==> config.mk <==
export PLATFORM = sky130hd
export DESIGN_NAME = app_block_ctrl_flat
export DESIGN_NICKNAME = d
export VERILOG_FILES = /design/src/rtl/app_block_ctrl_if.sv /design/src/rtl/app_block_ctrl.sv /design/src/flat_wrapper.sv
export SDC_FILE = /design/constraint.sdc
export NUM_CORES = 1
export LEC_CHECK = 0
export ABC_CLOCK_PERIOD_IN_PS = 2700
export CELL_PAD_IN_SITES_DETAIL_PLACEMENT = 0
export CELL_PAD_IN_SITES_GLOBAL_PLACEMENT = 1
export CORE_ASPECT_RATIO = 1.4
export CORE_UTILIZATION = 36
export CTS_CLUSTER_SIZE = 20
export DETAILED_ROUTE_END_ITERATION = 8
export PLACE_DENSITY_LB_ADDON = 0.1
export RECOVER_POWER = 50
export SLEW_MARGIN = 0
export SYNTH_ARGS = -nofsm -noshare
export SYNTH_HDL_FRONTEND = slang
export SYNTH_SLANG_ARGS = --single-unit
==> constraint.sdc <==
create_clock -name clk -period 2.7 [get_ports clk]
set_clock_uncertainty 0.05 [all_clocks]
set_input_delay 0.54 -clock clk [delete_from_list [all_inputs] [get_ports clk]]
set_output_delay 0.54 -clock clk [all_outputs]
set_load 0.005 [all_outputs]
==> src/rtl/app_block_ctrl_if.sv <==
// Command, FIFO-status, codec handshake and status signals between the block
// sequencer (slave) and its surroundings: AHB slave, FIFOs and codec (master).
interface app_block_ctrl_if #(
    parameter int LEVEL_W = 6
);
    logic               cmd_start;
    logic [4:0]         cmd_block_size;
    logic [7:0]         cmd_num_blocks;
    logic               cmd_abort;
    logic [LEVEL_W-1:0] in_fifo_level;
    logic [LEVEL_W-1:0] out_fifo_space;
    logic               app_start;
    logic [4:0]         block_size;
    logic               app_push;
    logic               app_done;
    logic               irq_clr;
    logic               busy;
    logic [7:0]         blocks_done;
    logic               irq;
    logic [1:0]         err_code;

    modport master (
        output cmd_start, cmd_block_size, cmd_num_blocks, cmd_abort,
        output in_fifo_level, out_fifo_space, app_push, app_done, irq_clr,
        input  app_start, block_size, busy, blocks_done, irq, err_code
    );

    modport slave (
        input  cmd_start, cmd_block_size, cmd_num_blocks, cmd_abort,
        input  in_fifo_level, out_fifo_space, app_push, app_done, irq_clr,
        output app_start, block_size, busy, blocks_done, irq, err_code
    );
endinterface

==> src/rtl/app_block_ctrl.sv <==
// Initiator-side block sequencer for the codec: gates each block on FIFO
// fill/space, pulses start, checks push count and done, enforces a timeout.
module app_block_ctrl #(
    parameter int LEVEL_W = 6,
    parameter int TIMEOUT = 1023,
    parameter int TO_W    = 10
) (
    input  logic            clk,
    input  logic            hreset,
    app_block_ctrl_if.slave bus
);
    typedef enum logic [2:0] {S_IDLE, S_WAIT, S_START, S_RUN, S_FIN} state_t;

    state_t            state_q, state_d;
    logic [4:0]        size_q, size_d;
    logic [7:0]        num_q, num_d;
    logic [7:0]        done_cnt_q, done_cnt_d;
    logic [4:0]        push_q, push_d;
    logic [TO_W-1:0]   timer_q, timer_d;
    logic [1:0]        err_q, err_d;
    logic              irq_q, irq_d;
    logic              start_q, start_d;
    logic              busy_q, busy_d;
    logic              irq_set;
    logic [4:0]        push_now;
    logic              fifo_ready;

    // Push count including this cycle's strobe, saturating at 31
    assign push_now   = (bus.app_push && push_q != 5'd31) ? push_q + 5'd1 : push_q;
    assign fifo_ready = (bus.in_fifo_level  >= LEVEL_W'(size_q)) &&
                        (bus.out_fifo_space >= LEVEL_W'(size_q));

    always_ff @(posedge clk or posedge hreset) begin
        if (hreset) begin
            state_q    <= S_IDLE;
            size_q     <= '0;
            num_q      <= '0;
            done_cnt_q <= '0;
            push_q     <= '0;
            timer_q    <= '0;
            err_q      <= '0;
            irq_q      <= 1'b0;
            start_q    <= 1'b0;
            busy_q     <= 1'b0;
        end else begin
            state_q    <= state_d;
            size_q     <= size_d;
            num_q      <= num_d;
            done_cnt_q <= done_cnt_d;
            push_q     <= push_d;
            timer_q    <= timer_d;
            err_q      <= err_d;
            irq_q      <= irq_d;
            start_q    <= start_d;
            busy_q     <= busy_d;
        end
    end

    always_comb begin
        state_d    = state_q;
        size_d     = size_q;
        num_d      = num_q;
        done_cnt_d = done_cnt_q;
        push_d     = push_q;
        timer_d    = timer_q;
        err_d      = err_q;
        irq_set    = 1'b0;

        case (state_q)
            S_IDLE: begin
                if (bus.cmd_start) begin
                    if (bus.cmd_block_size == 5'd0 || bus.cmd_num_blocks == 8'd0) begin
                        err_d   = 2'b01;
                        irq_set = 1'b1;
                    end else begin
                        size_d     = bus.cmd_block_size;
                        num_d      = bus.cmd_num_blocks;
                        done_cnt_d = 8'd0;
                        err_d      = 2'b00;
                        state_d    = S_WAIT;
                    end
                end
            end
            S_WAIT: begin
                if (bus.cmd_abort)   state_d = S_IDLE;
                else if (fifo_ready) state_d = S_START;
            end
            S_START: begin
                push_d  = '0;
                timer_d = '0;
                state_d = bus.cmd_abort ? S_IDLE : S_RUN;
            end
            S_RUN: begin
                push_d  = push_now;
                timer_d = timer_q + 1'b1;
                if (bus.cmd_abort) begin
                    state_d = S_IDLE;
                end else if (bus.app_done) begin
                    if (push_now != size_q) begin
                        err_d   = 2'b10;
                        state_d = S_FIN;
                    end else begin
                        done_cnt_d = done_cnt_q + 8'd1;
                        state_d    = (done_cnt_d == num_q) ? S_FIN : S_WAIT;
                    end
                end else if (timer_q == TO_W'(TIMEOUT - 1)) begin
                    // This is the TIMEOUT-th RUN cycle; a done here would have won above
                    err_d   = 2'b11;
                    state_d = S_FIN;
                end
            end
            S_FIN: begin
                irq_set = 1'b1;
                state_d = S_IDLE;
            end
            default: state_d = S_IDLE;
        endcase

        start_d = (state_d == S_START);
        busy_d  = (state_d != S_IDLE);
        irq_d   = irq_set ? 1'b1 : (bus.irq_clr ? 1'b0 : irq_q);
    end

    assign bus.app_start   = start_q;
    assign bus.block_size  = size_q;
    assign bus.busy        = busy_q;
    assign bus.blocks_done = done_cnt_q;
    assign bus.irq         = irq_q;
    assign bus.err_code    = err_q;
endmodule

==> src/flat_wrapper.sv <==
// flat-port wrapper written by rule: the top's interface ports become plain ports
module app_block_ctrl_flat 
#(
    parameter int LEVEL_W = 6,
    parameter int TIMEOUT = 1023,
    parameter int TO_W    = 10
)
  (clk, hreset, bus_cmd_start, bus_cmd_block_size, bus_cmd_num_blocks, bus_cmd_abort, bus_in_fifo_level, bus_out_fifo_space, bus_app_push, bus_app_done, bus_irq_clr, bus_app_start, bus_block_size, bus_busy, bus_blocks_done, bus_irq, bus_err_code);
  app_block_ctrl_if #(.LEVEL_W(LEVEL_W)) bus_i ();
  input  logic clk;
  input  logic hreset;
  input wire logic [$bits(bus_i.cmd_start)-1:0] bus_cmd_start;
  input wire logic [$bits(bus_i.cmd_block_size)-1:0] bus_cmd_block_size;
  input wire logic [$bits(bus_i.cmd_num_blocks)-1:0] bus_cmd_num_blocks;
  input wire logic [$bits(bus_i.cmd_abort)-1:0] bus_cmd_abort;
  input wire logic [$bits(bus_i.in_fifo_level)-1:0] bus_in_fifo_level;
  input wire logic [$bits(bus_i.out_fifo_space)-1:0] bus_out_fifo_space;
  input wire logic [$bits(bus_i.app_push)-1:0] bus_app_push;
  input wire logic [$bits(bus_i.app_done)-1:0] bus_app_done;
  input wire logic [$bits(bus_i.irq_clr)-1:0] bus_irq_clr;
  output wire logic [$bits(bus_i.app_start)-1:0] bus_app_start;
  output wire logic [$bits(bus_i.block_size)-1:0] bus_block_size;
  output wire logic [$bits(bus_i.busy)-1:0] bus_busy;
  output wire logic [$bits(bus_i.blocks_done)-1:0] bus_blocks_done;
  output wire logic [$bits(bus_i.irq)-1:0] bus_irq;
  output wire logic [$bits(bus_i.err_code)-1:0] bus_err_code;
  assign bus_i.cmd_start = bus_cmd_start;
  assign bus_i.cmd_block_size = bus_cmd_block_size;
  assign bus_i.cmd_num_blocks = bus_cmd_num_blocks;
  assign bus_i.cmd_abort = bus_cmd_abort;
  assign bus_i.in_fifo_level = bus_in_fifo_level;
  assign bus_i.out_fifo_space = bus_out_fifo_space;
  assign bus_i.app_push = bus_app_push;
  assign bus_i.app_done = bus_app_done;
  assign bus_i.irq_clr = bus_irq_clr;
  assign bus_app_start = bus_i.app_start;
  assign bus_block_size = bus_i.block_size;
  assign bus_busy = bus_i.busy;
  assign bus_blocks_done = bus_i.blocks_done;
  assign bus_irq = bus_i.irq;
  assign bus_err_code = bus_i.err_code;
  app_block_ctrl #(.LEVEL_W(LEVEL_W), .TIMEOUT(TIMEOUT), .TO_W(TO_W)) u_core (.clk(clk), .hreset(hreset), .bus(bus_i));
endmodule
==> summary.txt <==
STA
  • Final slew viol count: 0
  • Relative slew slack: 24.0%
  • Final hold violations: 0
  • Minimum clock period: 2.60 ns
  • Crit share post-route: 96.4%
  • Max Clock Freq: 384 MHz
  • Least-Margin Pin Slew: 1.14 ns
  • Final setup violation count: 0

Synthesis
  • Adder-Cell Fraction of Synth Area: 6.98%
  • Xor/xnor share of the synthesized area: 5.53%
  • Mapped Nets: 342
  • Yosys reg bits: 44
  • Post-synthesis cell count: 295
  • Synth Area in Compound Gates: 17.1%
  • Sequential area share after synthesis: 40.9%
  • Syn Area/Cell: 9.12 um^2
  • Post-Synth Simple-Gate Area: 20.4%
  • Async S/R FF share, synth: 100%
  • Ys Warns: 0
  • Largest family of logic cells by synthesized area: simple AND/OR/NAND/NOR gates
  • Mux contribution to synthesized area: 4.88%
  • EDFF count, synth: 0
  • Synth Cell Area: 0.00269 mm^2
  • Top FF cell, synth: dfrtp_1
  • Post-synth cell types: 45

Clock network
  • Clock tree buffer depth: 2
  • Clock Latency Late Sink: 0.30 ns
  • Total CTS buffers: 5
  • Root Buffer: clkbuf_8
  • CTS H-tree lvls: 2
  • CTS tree: built
  • Clock slew at reported path FFs: 0.08 ns
  • CTS sink cnt: 44

GRT
  • Largest net degree at the start of global routing: 45
  • Grt ovf: 0
  • GRT Total Usage: 18.9%
  • Vias in the first global route: 2388
  • First-pass GRT wire length: 11.4 mm
  • Antenna violations before repair: 0

Power
  • Peak VDD IR: 0.331 mV
  • Power Total: 2700 uW
  • P per Cell Area: 743 mW/mm^2
  • Leakage: 0.00154 uW

Final layout
  • P&R area growth vs syn: 35.2%
  • Diode count: 0
  • Finished Cell Area: 0.00364 mm^2
  • Seq. cell area: 0.00110 mm^2
  • Multi-input gate area: 0.00158 mm^2
  • Filler instances: 693
  • Share of cells above drive strength 1: 14.7%
  • Nets: 413

Drt
  • Antenna-violating nets left: 0
  • Vias: 2396
  • Vias per cell: 5.19
  • Drt wl/cell: 14.9 um
  • Final WL: 6.88 mm
  • Initial DRC count: 78
  • DRC: 0
  • TritonRoute pass-1 iters: 4

Floorplanning
  • Die area: 0.00783 mm^2
  • Row count: 36
  • Core area: 0.00707 mm^2
  • Starting density of the core: 38.0%
  • Die Span Y: 104 um
  • Io pins: 50
  • Die width: 75.1 um

Placed design
  • GPL Wtd Cong: 0.832
  • Placed Instance Area: 0.00342 mm^2
  • Hpwl dp: 5.16 mm
  • PortBufs: 49

Critical path
  • Crit end category: flop
  • Startpoint types: flop
  • WS Path Type: reg2reg
  • CP max stage cell: or4b_4
  • Critical path's most frequent cell: ha_2
  • Worst EP required: 2.83 ns
  • Worst Reg2Reg Path Length in Cells: 10
  • CP Cell Sequence: ha_2 > and3_4 > ha_2 > nor2b_1 > buf_4 > mux2i_4 > xnor2_2 > or4b_4 > a31oi_4 > o21ai_1
  • CP max FO: 6
  • Max incr delay on CP: 0.59 ns
  • CP Data Arrival Time: 2.73 ns

Flow run
  • Maxcap violations: 0

Outcome
  • Outcome: complete, no violations

Worst hold path
  • Hold Crit Class: reg2reg
  • Worst hold path cell count: 1
-- critical path, delay by kind of cell (launching register included) --
| family | cells | cell delay [ns] |
|---|---|---|
| adders and majority gates | 2 | 0.35 |
| muxes | 1 | 0.26 |
| DFF | 1 | 0.40 |
| buffers and inverters | 1 | 0.19 |
| and+or+nand+nor | 3 | 0.86 |
| xor gates and xnor gates | 1 | 0.10 |
| AOI/OAI and AO/OA | 2 | 0.26 |
-- per-layer routing --
layer  global-route usage, %  part of all wire [%]
met1                    23.2                    43
met2                    32.7                    53
met3                    3.20                   2.4
met4                    5.93                   1.7
met5                       0                     0
-- layout by cell type (no fill, tap or decap), drive strengths merged, types with 3 or more instances in the layout --
master,count
or4,3
dfrtp,44
a21o,4
nand4,5
nand3,11
nand2,35
o22ai,6
inv,19
xnor2,12
and3,7
o31ai,4
nor3,9
clkbuf,10
mux2,9
o21a,3
mux2i,3
dlygate4sd3,4
nor2,10
o21ai,22
or3,4
buf,21
nor2b,5
a31oi,6
nand2b,4
a41oi,3
xor2,5
clkdlybuf4s50,45
a21oi,18
ha,15
-- timing repair --
| action | CTS | global route |
|---|---|---|
| setup endpoints to repair | 0 | 8 |
| hold buffers | 0 | 0 |
| gates resized for setup | 0 | 15 |
| buffers inserted | 0 | 4 |
-- path summary, 6_finish.rpt --
check                             startpoint                        end  slack, ns
min in group asynchronous             hreset   u_core.bus.block_size[3]       1.00
hold reg to reg            u_core.timer_q[8]          u_core.timer_q[8]       0.45
setup / recovery            u_core.push_q[1]  u_core.bus.blocks_done[2]        0.1
setup reg to reg            u_core.push_q[1]  u_core.bus.blocks_done[2]        0.1
hold / removal             u_core.timer_q[8]          u_core.timer_q[8]       0.45
max in group asynchronous             hreset             u_core.bus.irq       0.92
-- state kept, by name, indices dropped and copies added (netlist names) --
name / cells
u_core.num_q: 8
u_core.timer_q: 10
u_core.bus.app_start: 1
u_core.bus.blocks_done: 8
u_core.bus.block_size: 5
u_core.bus.busy: 1
u_core.bus.irq: 1
u_core.bus.err_code: 2
u_core.state_q: 3
u_core.push_q: 5
-- Yosys cell counts, types with 2 or more instances --
cell      instances  area share [%]
dfrtp_1          44              41
nand2_1          34             4.7
inv_1            20             2.8
o21ai_0          20             3.7
a21oi_1          18             3.3
ha_1             15             7.0
xnor2_1          12             3.9
nand3_1          11             2.0
mux2_2            9             3.8
nor2_1            9             1.3
nor3_1            9             1.7
and3_1            7             1.6
clkbuf_1          7            0.98
a31oi_1           6             1.4
o22ai_1           6             1.4
nand4_1           5             1.2
nor2b_1           5             1.2
xor2_1            5             1.6
a21o_1            4             1.1
nand2b_1          4            0.93
o31ai_1           4             1.1
or3_1             4            0.93
a41oi_1           3            0.98
mux2i_1           3             1.1
o21a_1            3            0.84
or4_1             3            0.84
a211oi_1          2            0.56
a22o_1            2            0.65
nand3b_1          2            0.56
o21ai_1           2            0.37
o32ai_1           2            0.65
or2_2             2            0.47
-- power breakdown --
part	switching [uW]	internal (uW)	leakage [uW]	total (uW)
clock network	221	209	0.0000455	430
logic	628	677	0.000916	1300
registers	150	816	0.000581	966
-- layout make-up --
class | count | share of cell area (%)
Clock buffer | 8 | 2.48
Inverter | 20 | 2.06
Multi-Input combinational cell | 223 | 43.4
Sequential cell | 44 | 30.3
Tap cell | 95 | 3.27
Timing Repair Buffer | 72 | 18.5
-- through the flow --
| step | worst slack [ns] | utilization (%) | TNS, ns | cells | hold WS [ns] |
|---|---|---|---|---|---|
| floorplan | 0.210 | - | 0 | 295 | 0.401 |
| finish | 0.0959 | 51.4 | 0 | 462 | 0.447 |
| global placement | 0.00904 | 48.3 | 0 | 450 | 0.417 |
| detailed placement | -0.0735 | 48.3 | -0.206 | 450 | 0.434 |
| global route | -0.0197 | 51.4 | -0.0287 | 462 | 0.460 |
| CTS | 0.0242 | 49.6 | 0 | 458 | 0.446 |
-- logic make-up after synthesis --
kind of cell,count (synthesis)
compound gates,75
buf+inv,28
simple gates,104
xor+xnor,17
mux,12
fa+ha+maj,15
flops,44
(Power assumes the default switching activity.)
